<file path="config.mk">
export PLATFORM = sky130hd
export DESIGN_NAME = branch_redirect_ctrl
export DESIGN_NICKNAME = d
export VERILOG_FILES = /design/src/rtl/branch_redirect_ctrl.sv
export SDC_FILE = /design/constraint.sdc
export NUM_CORES = 1
export LEC_CHECK = 0
export BUFFER_PORTS_ARGS = -buffer_cell sky130_fd_sc_hd__buf_2
export CAP_MARGIN = 0
export CORE_ASPECT_RATIO = 1.4
export CORE_MARGIN = 5
export CORE_UTILIZATION = 42
export CTS_CLUSTER_SIZE = 25
export DETAILED_ROUTE_END_ITERATION = 7
export PLACE_DENSITY = 0.77
export SLEW_MARGIN = 15
export SYNTH_ARGS = -nofsm -noshare
export SYNTH_HDL_FRONTEND = slang
export SYNTH_SLANG_ARGS = --single-unit
</file>
<file path="constraint.sdc">
create_clock -name clk -period 3.21 [get_ports clk]
set_input_delay 0.321 -clock clk [delete_from_list [all_inputs] [get_ports clk]]
set_output_delay 0.321 -clock clk [all_outputs]
set_load 0.005 [all_outputs]
</file>
<file path="src/rtl/branch_redirect_ctrl.sv">
// branch_redirect_ctrl
// Turns an EX-stage branch/jump decision into a valid/ready redirect to fetch.
// It flushes IF/ID while the redirect is pending. After fetch accepts, it keeps
// IF flushed for DRAIN_CYCLES so that in-flight imem responses are discarded.
// Misaligned targets raise a one-cycle trap pulse instead of a redirect.
// Optional feature macro: BR_REDIRECT_CNT_EN. When it is defined, redirect_count
// counts accepted redirect handshakes. Otherwise redirect_count is tied to 0.
module branch_redirect_ctrl #(
  parameter int              XLEN         = 32,
  parameter logic [XLEN-1:0] RESET_PC     = '0,
  parameter int              DRAIN_CYCLES = 2
) (
  input  logic            clk,
  input  logic            rst,
  input  logic            ex_valid,
  input  logic            stall,
  input  logic            jump_flag,
  input  logic [XLEN-1:0] jump_target,
  input  logic [XLEN-1:0] ex_pc,
  output logic            redirect_valid,
  output logic [XLEN-1:0] redirect_pc,
  input  logic            redirect_ready,
  output logic            flush_if,
  output logic            flush_id,
  output logic            busy,
  output logic            misalign_exc,
  output logic [XLEN-1:0] misalign_tval,
  output logic [XLEN-1:0] misalign_epc,
  output logic [31:0]     redirect_count
);

  typedef enum logic [1:0] {
    S_IDLE     = 2'd0,
    S_REDIRECT = 2'd1,
    S_DRAIN    = 2'd2
  } state_t;

  // Drain window length (1..15) loaded when fetch accepts the redirect.
  localparam logic [3:0] DRAIN_INIT = 4'(DRAIN_CYCLES);

  state_t          state_q, state_d;
  logic [3:0]      drain_q, drain_d;
  logic [XLEN-1:0] pc_q, pc_d;
  logic [XLEN-1:0] tval_q, tval_d;
  logic [XLEN-1:0] epc_q, epc_d;
  logic            exc_q, exc_d;
  logic            take;
  logic            handshake;

  // A resolved taken branch. EX contents are only trusted while IDLE.
  assign take      = ex_valid & jump_flag & ~stall;
  assign handshake = (state_q == S_REDIRECT) & redirect_ready;

  // Next-state and datapath latch decisions.
  always_comb begin
    state_d = state_q;
    drain_d = drain_q;
    pc_d    = pc_q;
    tval_d  = tval_q;
    epc_d   = epc_q;
    exc_d   = 1'b0;
    case (state_q)
      S_IDLE: begin
        if (take) begin
          if (jump_target[1:0] == 2'b00) begin
            pc_d    = jump_target;
            state_d = S_REDIRECT;
          end else begin
            exc_d  = 1'b1;
            tval_d = jump_target;
            epc_d  = ex_pc;
          end
        end
      end
      S_REDIRECT: begin
        if (redirect_ready) begin
          drain_d = DRAIN_INIT;
          state_d = S_DRAIN;
        end
      end
      S_DRAIN: begin
        // Leave on the cycle the counter reaches 1 so DRAIN lasts exactly DRAIN_CYCLES.
        if (drain_q <= 4'd1) begin
          state_d = S_IDLE;
        end else begin
          drain_d = drain_q - 4'd1;
        end
      end
      default: state_d = S_IDLE;
    endcase
  end

  // State and latched datapath registers; reset abandons any redirect in progress.
  always_ff @(posedge clk or posedge rst) begin
    if (rst) begin
      state_q <= S_IDLE;
      drain_q <= '0;
      pc_q    <= RESET_PC;
      tval_q  <= '0;
      epc_q   <= '0;
      exc_q   <= 1'b0;
    end else begin
      state_q <= state_d;
      drain_q <= drain_d;
      pc_q    <= pc_d;
      tval_q  <= tval_d;
      epc_q   <= epc_d;
      exc_q   <= exc_d;
    end
  end

  assign redirect_valid = (state_q == S_REDIRECT);
  assign flush_id       = (state_q == S_REDIRECT);
  assign flush_if       = (state_q != S_IDLE);
  assign busy           = (state_q != S_IDLE);
  assign redirect_pc    = pc_q;
  assign misalign_exc   = exc_q;
  assign misalign_tval  = tval_q;
  assign misalign_epc   = epc_q;

`ifdef BR_REDIRECT_CNT_EN
  logic [31:0] cnt_q, cnt_d;

  // Count accepted handshakes only; wraps naturally at 32 bits.
  always_comb begin
    cnt_d = cnt_q;
    if (handshake) cnt_d = cnt_q + 32'd1;
  end

  // Counter register.
  always_ff @(posedge clk or posedge rst) begin
    if (rst) cnt_q <= '0;
    else     cnt_q <= cnt_d;
  end

  assign redirect_count = cnt_q;
`else
  logic unused_handshake;
  assign unused_handshake = handshake;
  assign redirect_count   = '0;
`endif

endmodule

</file>
==> impl_results.md <==
* FILL cells at 871
* Setup bufs post-CTS at 0
* Post-Syn Instances at 282
* Final Skew at 6.34 ps
* Clock latency on the worst-skew pair at 330 ps
* Syn_area_per_cell at 15.1 um2
* Most common cell after layout, fill and taps aside: buf_2
* Area grow syn2layout at 26.5%
* Initial core utilization at 0.429
* Max clock buf depth at 2
* Sw power at 0.00124 W
* Maxcap violations at 0
* Fin. max-slew vios at 0
* Internal cell power at 0.00315 W
* Logic gate share of total power at 0.289
* Placed cells at 577
* GR peak layer: met2
* Crit Path Class: reg -> reg
* GRT overflow at 0
* CP Max Fanout at 33
* CORE AREA at 9900 um2
* Die height at 129 um
* Fin. Hold Viols at 0
* Worst-Margin Slew at 863 ps
* Initial DRC Count at 65
* Synth area leader: dfrtp_1
* Final ANT Viol Nets at 0
* Flop pwr share at 0.472
* Clk sinks at 103
* Ys flop type: dfrtp_1
* Number of CTS-inserted buffers at 9
* CTS tree: yes
* Most frequent cells in the layout: buf_2, dfrtp_1, mux2_2
* Final min period at 2030 ps
* Chip width at 95.0 um
* GRT met2 Usage at 0.271
* Sequential area share after synthesis at 0.607
* Top cell type's share of synthesized area at 0.607
* Final nets at 525
* CP delay by family, top: simple AND/OR/NAND/NOR gates
* Data arrival time of the critical path at 2250 ps
* PD cells at 818 nW/um2
* Fraction of layout cells with a size suffix above 1 at 0.615
* CP required at 3430 ps
* Hold Crit Class: in -> async
* Post-DP Area at 5080 um2
* First-pass GRT wire length at 14.2 mm
* F_max at 493 MHz
* Final TNS setup at 0 ps
* Yosys warns at 0
* Status: complete, no violations
* Final Setup Violations at 0
* DR WL/cell at 15.4 um
* Peak supply drop at 355 uV
* Largest net degree at the start of global routing at 56
* Layout Utilization at 0.542
* Antenna violations before repair at 0
* Die ar. at 12200 um2
* Htree depth at 3
* RD Place Congestion at 0.727
* Clock network fraction of total power at 0.239
* Critical path endpoint category: register
* I/O Pins at 203
* Post-DP HPWL at 6.99 mm
* Synth unique cells at 30
* Post-Syn Area at 4250 um2
* Worst slew margin at 0.424
* Sw Share at 0.282
* Port bufs at 170
* CP cell instances: nor2_4, nand3_2, mux2_2
* Final wirelength at 9.12 mm
* Via density per instance at 4.71
* All-Layer GR Usage at 0.150
* Number of global-route vias before repair at 3000
* Dominant cells by area after synthesis: dfrtp_1, mux2_2, buf_4, buf_6, mux2_1
* Critical Path Source Type: register
* #FFs+latches synth at 103
* Design Area, Final at 5370 um2
* Total number of vias at 2789
* Clock Pin Slew Worst Setup and Hold Paths at 70 ps
* Leakage at 2.72 nW
* CTS root buf: clkbuf_16
* Finished Layout Cells at 592
* Slowest-stage cell, CP: nand3_2
* Met3 usage at 0.0485
* Final Cycle Share at 0.632
* DRC violations left at 0
* Biggest cell delay along the critical path at 680 ps
* Power Total at 0.00439 W
* DR pass1 iterations at 4
* Row count at 43
* CTS Hold Buffers Added at 0
* CP bufs+invs at 0
* Post-synth ARST share at 1.00
* Post-cts sizing count at 0
* Number of enable flip-flop cells after synthesis at 0
* Met1 GRT Util at 0.156
* N_diodes at 0
* RSZ-0062 raised after global routing: false
Yosys cell counts (all sizes together) (2+ instances only):
cell type	count
a21oi	2
a22o	2
and2	2
buf	44
dfrtp	103
ha	2
inv	6
mux2	92
nand3	5
nand3b	3
nor2	5
o31ai	3
final cells by class:
| type | count | area [um2] | area share |
|---|---|---|---|
| well taps | 135 | 169 | 0.0315 |
| flip-flops and latches | 103 | 2580 | 0.480 |
| multi-input cells | 160 | 1420 | 0.265 |
| clock inverters | 5 | 60.1 | 0.0112 |
| inverters | 6 | 25.0 | 0.00466 |
| repair buffers | 173 | 886 | 0.165 |
| clock buffers | 10 | 229 | 0.0426 |
cell families (layout without fill, tap and decap cells):
logic type / Yosys count / count (layout) / synth area share
compound gates: 12 / 12 / 0.0215
fa+ha+maj: 2 / 2 / 0.00589
buf+inv: 50 / 194 / 0.0861
flops: 103 / 103 / 0.607
mux: 92 / 92 / 0.244
other cells: 1 / 32 / 0.000883
simple gates: 22 / 22 / 0.0345
per-layer routing:
metal	part of all wire	up-vias	wire (um)
met3	0.097	19	888
met5	0	-	0
met4	0.023	0	206
met2	0.53	145	4840
met1	0.35	1373	3190
li1	-	1252	-
flip-flops by register name, indices dropped and copies added, names as in the netlist:
signal,flops
drain_q,4
misalign_epc,32
misalign_exc,1
misalign_tval,32
redirect_pc,32
state_q,2
worst paths after layout:
path / startpoint / to / slack, ps / depth (start not counted)
worst max-delay path: state_q[1] / redirect_pc[11] / 1180 / 3
worst min-delay path: rst / redirect_pc[17] / 60 / 2
worst max register to register: state_q[1] / redirect_pc[11] / 1180 / 3
worst min register to register: misalign_epc[31] / misalign_epc[31] / 480 / 1
max in group asynchronous: rst / misalign_epc[13] / 2450 / 3
min in group clk: ex_pc[2] / misalign_epc[2] / 210 / 2
metrics by stage:
| step | hold WS, ps | worst slack, ps |
|---|---|---|
| 6_report | 58.2 | 1180 |
| 4_1_cts | 80.0 | 1140 |
| 2_1_floorplan | 407 | 185 |
| 5_1_grt | 107 | 1040 |
| 3_5_place_dp | 450 | 1060 |
| 3_3_place_gp | 434 | 1110 |
power by group through the flow:
stage               Clock (W)  Combinational (W)  Sequential (W)
floorplan                   0           0.000610         0.00211
global placement            0            0.00125         0.00207
detailed placement          0            0.00131         0.00210
CTS                   0.00109            0.00130         0.00208
global route          0.00114            0.00140         0.00215
finish                0.00105            0.00127         0.00207
No activity file was read; power rests on OpenSTA's default activity.
